File: config.mk
export PLATFORM = sky130hd
export DESIGN_NAME = mem_port_arbiter
export DESIGN_NICKNAME = d
export VERILOG_FILES = /design/src/rtl/mem_port_arbiter.sv
export SDC_FILE = /design/constraint.sdc
export NUM_CORES = 1
export LEC_CHECK = 0
export CORE_MARGIN = 3
export CORE_UTILIZATION = 35
export CTS_CLUSTER_SIZE = 16
export DETAILED_ROUTE_END_ITERATION = 8
export PLACE_DENSITY_LB_ADDON = 0.12
export RECOVER_POWER = 50
export SLEW_MARGIN = 20
export SYNTH_ARGS = -nofsm -noshare
export SYNTH_HDL_FRONTEND = slang
export SYNTH_SLANG_ARGS = --single-unit
File: constraint.sdc
create_clock -name clk_in -period 2.05 [get_ports clk_in]
set_input_delay 0.615 -clock clk_in [delete_from_list [all_inputs] [get_ports clk_in]]
set_output_delay 0.615 -clock clk_in [all_outputs]
set_load 0.02 [all_outputs]
File: src/rtl/mem_port_arbiter.sv
// Byte-serial memory port arbiter: round-robin over request channels,
// splits 1/2/4-byte accesses into byte beats, assembles load data.
module mem_port_arbiter #(
  parameter int NUM_PORTS = 2,
  parameter int ADDR_W    = 32,
  parameter int IO_SEL_HI = 17
) (
  input  logic                        clk_in,
  input  logic                        rst_in,
  input  logic                        rdy_in,
  input  logic                        clear_in,
  input  logic                        io_buffer_full,
  input  logic [7:0]                  mem_din,
  output logic [7:0]                  mem_dout,
  output logic [ADDR_W-1:0]           mem_a,
  output logic                        mem_wr,
  input  logic [NUM_PORTS-1:0]        req_valid,
  input  logic [NUM_PORTS-1:0]        req_we,
  input  logic [2*NUM_PORTS-1:0]      req_size,
  input  logic [NUM_PORTS-1:0]        req_signed,
  input  logic [ADDR_W*NUM_PORTS-1:0] req_addr,
  input  logic [32*NUM_PORTS-1:0]     req_wdata,
  output logic [NUM_PORTS-1:0]        rsp_valid,
  output logic [31:0]                 rsp_data
);

  localparam int PW = $clog2(NUM_PORTS);
  localparam logic [PW-1:0] RR_RST = PW'(NUM_PORTS-1);

  typedef enum logic [1:0] {
    IDLE, READ, WRITE, DONE
  } state_e;

  state_e state_q, state_d;
  logic [PW-1:0] rr_q, rr_d;
  logic [PW-1:0] g_q, g_d;
  logic [ADDR_W-1:0] addr_q, addr_d;
  logic [ADDR_W-1:0] mem_a_q, mem_a_d;
  logic [31:0] wdata_q, wdata_d;
  logic [31:0] rsp_data_q, rsp_data_d;
  logic [23:0] rbuf_q, rbuf_d;
  logic [1:0] size_q, size_d;
  logic sgn_q, sgn_d;
  logic [2:0] cnt_q, cnt_d;
  logic [7:0] dout_q, dout_d;
  logic wr_q, wr_d;
  logic [NUM_PORTS-1:0] rsp_q, rsp_d;

  logic [NUM_PORTS-1:0] elig;
  logic found;
  logic [PW-1:0] pick;
  logic [2:0] nbeats;
  logic [ADDR_W-1:0] next_a;
  logic [31:0] ldata;
  logic ext;

  // IO stores are held back while the UART buffer is full
  always_comb begin
    elig = '0;
    for (int i = 0; i < NUM_PORTS; i++) begin
      elig[i] = req_valid[i] & ~(req_we[i] & io_buffer_full &
        (req_addr[i*ADDR_W+IO_SEL_HI -: 2] == 2'b11));
    end
  end

  always_comb begin
    int idx;
    idx   = 0;
    found = 1'b0;
    pick  = rr_q;
    for (int i = 1; i <= NUM_PORTS; i++) begin
      idx = int'(rr_q) + i;
      if (idx >= NUM_PORTS) idx = idx - NUM_PORTS;
      if (!found && elig[idx]) begin
        found = 1'b1;
        pick  = idx[PW-1:0];
      end
    end
  end

  always_comb begin
    nbeats = 3'd4;
    if (size_q == 2'd0) nbeats = 3'd1;
    if (size_q == 2'd1) nbeats = 3'd2;
  end

  assign next_a = addr_q + ADDR_W'(cnt_q);
  assign ext    = sgn_q & mem_din[7];

  always_comb begin
    ldata = {mem_din, rbuf_q};
    case (size_q)
      2'd0:    ldata = {{24{ext}}, mem_din};
      2'd1:    ldata = {{16{ext}}, mem_din, rbuf_q[7:0]};
      default: ldata = {mem_din, rbuf_q};
    endcase
  end

  always_comb begin
    state_d    = state_q;
    rr_d       = rr_q;
    g_d        = g_q;
    addr_d     = addr_q;
    mem_a_d    = mem_a_q;
    wdata_d    = wdata_q;
    rsp_data_d = rsp_data_q;
    rbuf_d     = rbuf_q;
    size_d     = size_q;
    sgn_d      = sgn_q;
    cnt_d      = cnt_q;
    dout_d     = dout_q;
    wr_d       = wr_q;
    rsp_d      = rsp_q;
    unique case (state_q)
      IDLE: begin
        if (!clear_in && found) begin
          g_d     = pick;
          rr_d    = pick;
          addr_d  = req_addr[int'(pick)*ADDR_W +: ADDR_W];
          mem_a_d = req_addr[int'(pick)*ADDR_W +: ADDR_W];
          size_d  = req_size[int'(pick)*2 +: 2];
          sgn_d   = req_signed[pick];
          wdata_d = req_wdata[int'(pick)*32 +: 32];
          cnt_d   = 3'd1;
          if (req_we[pick]) begin
            state_d = WRITE;
            dout_d  = req_wdata[int'(pick)*32 +: 8];
            wr_d    = 1'b1;
          end else begin
            state_d = READ;
          end
        end
      end
      READ: begin
        if (clear_in) begin
          state_d = IDLE;
        end else if (cnt_q == nbeats) begin
          rsp_data_d = ldata;
          rsp_d[g_q] = 1'b1;
          state_d    = DONE;
        end else begin
          case (cnt_q)
            3'd1:    rbuf_d[7:0]   = mem_din;
            3'd2:    rbuf_d[15:8]  = mem_din;
            default: rbuf_d[23:16] = mem_din;
          endcase
          mem_a_d = next_a;
          cnt_d   = cnt_q + 3'd1;
        end
      end
      WRITE: begin
        if (cnt_q == nbeats) begin
          wr_d       = 1'b0;
          rsp_d[g_q] = 1'b1;
          state_d    = DONE;
        end else begin
          case (cnt_q)
            3'd1:    dout_d = wdata_q[15:8];
            3'd2:    dout_d = wdata_q[23:16];
            default: dout_d = wdata_q[31:24];
          endcase
          mem_a_d = next_a;
          wr_d    = 1'b1;
          cnt_d   = cnt_q + 3'd1;
        end
      end
      DONE: begin
        rsp_d   = '0;
        state_d = IDLE;
      end
      default: state_d = IDLE;
    endcase
  end

  always_ff @(posedge clk_in or negedge rst_in) begin
    if (!rst_in) begin
      state_q    <= IDLE;
      rr_q       <= RR_RST;
      g_q        <= '0;
      addr_q     <= '0;
      mem_a_q    <= '0;
      wdata_q    <= '0;
      rsp_data_q <= '0;
      rbuf_q     <= '0;
      size_q     <= '0;
      sgn_q      <= 1'b0;
      cnt_q      <= '0;
      dout_q     <= '0;
      wr_q       <= 1'b0;
      rsp_q      <= '0;
    end else if (rdy_in) begin
      state_q    <= state_d;
      rr_q       <= rr_d;
      g_q        <= g_d;
      addr_q     <= addr_d;
      mem_a_q    <= mem_a_d;
      wdata_q    <= wdata_d;
      rsp_data_q <= rsp_data_d;
      rbuf_q     <= rbuf_d;
      size_q     <= size_d;
      sgn_q      <= sgn_d;
      cnt_q      <= cnt_d;
      dout_q     <= dout_d;
      wr_q       <= wr_d;
      rsp_q      <= rsp_d;
    end
  end

  assign mem_a     = mem_a_q;
  assign mem_dout  = dout_q;
  assign mem_wr    = wr_q & rdy_in;
  assign rsp_valid = rsp_q;
  assign rsp_data  = rsp_data_q;

endmodule

Yosys cells after proc, flatten, opt, wreduce, memory -nomap -nowiden
Index checks and enable logic that the tools add are counted.
{ "op_classes": {"mux": 46, "reduce_logical": 21, "bitwise": 14, "addsub": 6, "eq_ne": 13, "magnitude_cmp": 7, "n_shift": 4} }
{ "op_table": {"columns": ["cell", "count"], "rows": [
  ["$mux W32", 5],
  ["$shiftx A64 B7 Y32", 2],
  ["$pmux W32 S3", 1],
  ["$lt A32 B3 Y1 const B", 2],
  ["$pmux W32 S2", 1],
  ["$shiftx A64 B7 Y8", 1],
  ["$add A32 B3 Y32", 1],
  ["$pmux W8 S2", 2],
  ["$mux W8", 3],
  ["$reduce_and A5 Y1", 4],
  ["$mux W1", 18],
  ["$mux W3", 5],
  ["$mux W2", 6],
  ["$reduce_and A4 Y1", 3],
  ["$pmux W3 S3", 1],
  ["$and A1 B1 Y1", 8],
  ["$eq A2 B2 Y1 const B", 4],
  ["$ne A2 B2 Y1 const B", 4],
  ["$pmux W2 S4", 1],
  ["$pmux W2 S3", 1],
  ["$reduce_and A3 Y1", 2],
  ["$reduce_bool A3 Y1", 2],
  ["$not A1 Y1", 5],
  ["$eq A2 B1 Y1 const B", 2],
  ["22 further kinds", 27]
]} }
{ "word_totals": {"wordCells": 127, "inputBits": 151, "out_inout_bits": 75, "ff_bits": 173} }

Logic depth before layout (Yosys ltp)
{ "logic_depth": {"ltp_word": 16, "ltp_mapped": 10, "depth_no_buf": 8} }

Worst setup path after synthesis
Ideal clock, no wire load.
{ "synth_path": {"path_kind": "flip-flop to flip-flop", "startpoint": "register cnt_q[0]", "endpoint": "register mem_a_q[22], in the netlist mem_a[22]", "arrival_time_ps": 2205, "setup_time_ps": 83, "path_buffers": 0, "stages_incl_launch_ff": 9, "setup_slack_ps": -237, "t_required_ps": 1967, "period_less_slack_ps": 2287, "cell_sequence": "dfrtp_1 > ha_1 > fa_1 > a21oi_1 > nor4_4 > nand4_1 > xor2_1 > mux2_2 > o21ai_0"} }
{ "synth_between": {"elab_chain_len": 4, "elab_cells_between_ends": 5, "cone_classes": "add/sub (1); eq/ne (1); mux (3)"} }
{ "synth_lines": {"columns": ["element", "line", "rtl"], "rows": [
  ["start, declared", "44", "logic [2:0] cnt_q, cnt_d;"],
  ["start signal, assigned", "202", "cnt_q <= cnt_d;"],
  ["$add A32 B3 Y32 or $eq A3 B3 Y1 (tied branches)", "87, 137, 152", null],
  ["$mux W32 *", "137, 152", null],
  ["$mux W32", "135", "if (clear_in) begin"],
  ["$pmux W32 S3 *", "114", "unique case (state_q)"],
  ["end signal, assigned", "196", "mem_a_q <= mem_a_d;"],
  ["end, declared", "38", "logic [ADDR_W-1:0] mem_a_q, mem_a_d;"]
]} }
Every way passes the cells marked *; elsewhere a longest branch is shown, timed or not. The select of a mux whose other input is x is not followed.
A chain may end at the register's enable or synchronous reset.

Worst setup path after layout
{ "layout_path": {"startpoint": "register cnt_q[0]", "endpoint": "register mem_a_q[30], in the netlist mem_a[30]"} }
The elaborated chain is that of the path after synthesis.

==> summary.txt <==
status = finished with violations
failing checks = setup timing
DR vias = 7635
final setup skew = 12.10 ps
Worst setup SP type = flip-flop
Clk pwr share = 16.7%
R2R cell count = 9
Root Buffer = clkbuf_16
initial core utilization = 36.14%
Final ANT Viol Nets = 0
number of remaining DRC errors = 0
number of synthesized flops with an enable pin = 0
Tot GR Track Use = 19.80%
Hold Crit Class = in2async
Worst VDD drop = 607.4 uV
critical path type = reg2reg
ratio of final minimum period to clock period = 103.1%
Syn Inst Count = 855
largest net degree at the start of global routing = 53
RSZ-0062 raised after global routing = true
Clock Sink Count = 165
Placed Cells = 1473
final hold violation count = 0
max_cap viols = 0
WP data arrival = 2430 ps
unique cell type count in the Yosys netlist = 64
Synth Cell Area = 0.008610 sq mm
sequential power share = 28.6%
endpoints failing setup = 6
Top FF cell, synth = dfrtp_1
post-synthesis net count = 1018
DRT Wirelength = 26660 microns
I/O Buffers = 225
layout cells sized above 1 = 27.64%
CTS tree = yes
Comb power frac = 54.7%
crit-path max FO = 4
#FFs+latches synth = 165
initial antenna violation count = 0
Ports = 226
height of the die = 162.8 microns
Psw = 7966 uW
Max H-tree Level = 4
detailed placement HPWL = 19380 microns
CP Capture Type = flip-flop
Synth warnings = 0
CTS Buffer Depth = 2
final setup margin = -63.19 ps
die width = 162.8 microns
vias in the first global route = 7705
nets = 1362
Req. time, crit path = 2360 ps
GRT overflow = 0
WL per Instance = 17.41 microns
Place WS = -777.8 ps
initial drt markers = 440
clk slew on worst S/H paths = 70 ps
Vias/cell = 4.987
drt first pass iters = 6
fmax = 473.2 MHz
Async SR Flop Fraction = 100.0%
P_int = 12020 uW
Final min period = 2113 ps
leakage = 0.006108 uW
GPL Wtd Cong = 0.8446
CTS Buf Count = 17
Layout Cells excl Fill = 1531
core area = 0.02382 sq mm
worst slew pin tran = 985.9 ps
Antenna Cells = 0
Power Dens Cells = 1479 mW/mm^2
later-pin clock latency in the skew report = 430 ps
Relative slew margins = 34.28%
register area share after synthesis = 47.97%
Max Slew Vio Count = 0
synth-to-layout area growth = 56.93%
CTS Hold Buffers Added = 0
first-pass GRT wire length = 41360 microns
row count = 56
die area = 0.02652 sq mm
Avg Synthesized Cell Area = 10.07 sq um
switch share = 39.85%
## registers in the layout, summed over array words and instances, names as in the netlist, 3 cells and up
| signal | flops |
|---|---|
| addr_q | 32 |
| cnt_q | 3 |
| mem_a | 32 |
| mem_dout | 8 |
| rbuf_q | 24 |
| rsp_data | 32 |
| wdata_q | 24 |
## stage by stage
stage	hold WS (ps)	TNS, ps	instance area, sq um	power, uW	util [%]
after floorplan	319.4	-1142	8677	11340	-
after global placement	460.3	-72790	12240	15520	51.37
after detailed placement	462.3	-79230	12240	15650	51.37
after CTS	5.810	-253.3	13100	19430	54.97
after global routing	304.1	-3167	13510	21350	56.71
final	238.0	-202.0	13510	19990	56.71
## layout make-up
type / count / area (sq um)
sequential: 165 / 4134
tap: 319 / 399.1
multi-input combinational: 627 / 4649
inverter: 8 / 30.03
clock inverter: 15 / 176.4
clock buffer: 17 / 425.4
fill: 2164 / 10310
timing repair buffer: 380 / 3696
## layout by cell type, fill, tap and decap left out, types with 4 or more instances in the layout
cell | netlist | layout
buf_2 | 14 | 6
and3_1 | 9 | 9
mux2_4 | 2 | 14
mux2i_1 | 62 | 50
clkbuf_1 | 30 | 6
ha_1 | 11 | 6
nand2_1 | 74 | 70
nor2b_1 | 6 | 4
a22o_1 | 12 | 12
dlygate4sd2_1 | 0 | 32
a221oi_1 | 10 | 9
o21ai_2 | 2 | 7
nor3_1 | 12 | 12
mux2i_4 | 0 | 7
nor2_1 | 84 | 79
xnor2_1 | 12 | 10
o21ai_0 | 56 | 45
and2_1 | 5 | 4
clkdlybuf4s50_1 | 0 | 157
nand2_2 | 1 | 4
dlymetal6s2s_1 | 0 | 24
inv_1 | 8 | 7
mux2_2 | 59 | 47
buf_4 | 4 | 115
dfrtp_1 | 164 | 161
mux2i_2 | 0 | 5
xor2_1 | 15 | 14
nand4_1 | 8 | 8
buf_12 | 0 | 17
clkbuf_16 | 0 | 19
inv_8 | 0 | 7
a21oi_2 | 0 | 7
buf_6 | 3 | 13
o21ai_1 | 1 | 7
o22ai_1 | 7 | 7
a21oi_1 | 105 | 97
nand3_1 | 19 | 15
## cells in the mapped netlist, types with 3 or more instances
library cell | number | share of area, %
dfrtp_1 | 164 | 48
a21oi_1 | 105 | 6.1
nor2_1 | 84 | 3.7
nand2_1 | 74 | 3.2
mux2i_1 | 62 | 7.2
mux2_2 | 59 | 7.7
o21ai_0 | 56 | 3.3
clkbuf_1 | 30 | 1.3
nand3_1 | 19 | 1.1
xor2_1 | 15 | 1.5
buf_2 | 14 | 0.81
a22o_1 | 12 | 1.2
nor3_1 | 12 | 0.70
xnor2_1 | 12 | 1.2
ha_1 | 11 | 1.6
a221oi_1 | 10 | 1.0
and3_1 | 9 | 0.65
inv_1 | 8 | 0.35
nand4_1 | 8 | 0.58
o22ai_1 | 7 | 0.51
nor2b_1 | 6 | 0.44
and2_1 | 5 | 0.36
o221ai_1 | 5 | 0.51
buf_4 | 4 | 0.35
o31ai_1 | 4 | 0.35
or3_1 | 4 | 0.29
a211oi_1 | 3 | 0.26
a31oi_1 | 3 | 0.22
buf_1 | 3 | 0.13
buf_6 | 3 | 0.39
o2bb2ai_1 | 3 | 0.31
## metal layers
layer  up-vias  GRT usage, %  wire length [microns]
li1       3764             -                      -
met1      3669         26.59                  12140
met2       172         33.23                  13030
met3        30         3.510                   1093
met4         0         4.998                    388
met5         -             0                      0
## path summary, 6_finish.rpt
| kind | to | startpoint | slack, ps |
|---|---|---|---|
| setup / recovery | mem_a[30] | cnt_q[0] | -60 |
| hold / removal | rsp_data[7] | rst_in | 240 |
| setup reg to reg | mem_a[30] | cnt_q[0] | -60 |
| hold reg to reg | rsp_data[28] | rsp_data[28] | 470 |
| max in group asynchronous | wdata_q[9] | rst_in | 380 |
| min in group clk_in | rsp_data[28] | rsp_data[28] | 470 |
## power by group through the flow
stage	sequential (uW)	clock [uW]	combinational [uW]
finish	5720	3340	10900
global route	5930	3550	11900
CTS	5690	3400	10300
detailed placement	5720	0	9930
global placement	5690	0	9830
floorplan	6270	0	5070
## critical path, stage by stage (launching register included)
cell,delay (ps)
dfrtp_2,440
ha_4,170
fa_2,390
a21oi_4,250
nor4_4,70
buf_4,160
buf_4,140
nand3_2,70
mux2i_1,220
o31ai_1,80
## kinds of logic after synthesis
logic type	Yosys count	share of synthesized area (%)
compound gates	224	15.51
xor+xnor	27	2.747
fa+ha+maj	12	1.831
buf+inv	63	3.401
flops	165	47.97
mux	123	15.27
simple gates	241	13.27
## repair_timing
action                     4_1_cts  5_1_grt
setup buffers                   13       11
pin swaps                       13       41
gates resized for setup         88      107
gates cloned                     2        3
setup endpoints to repair      147      138
No activity file was read; power rests on OpenSTA's default activity.
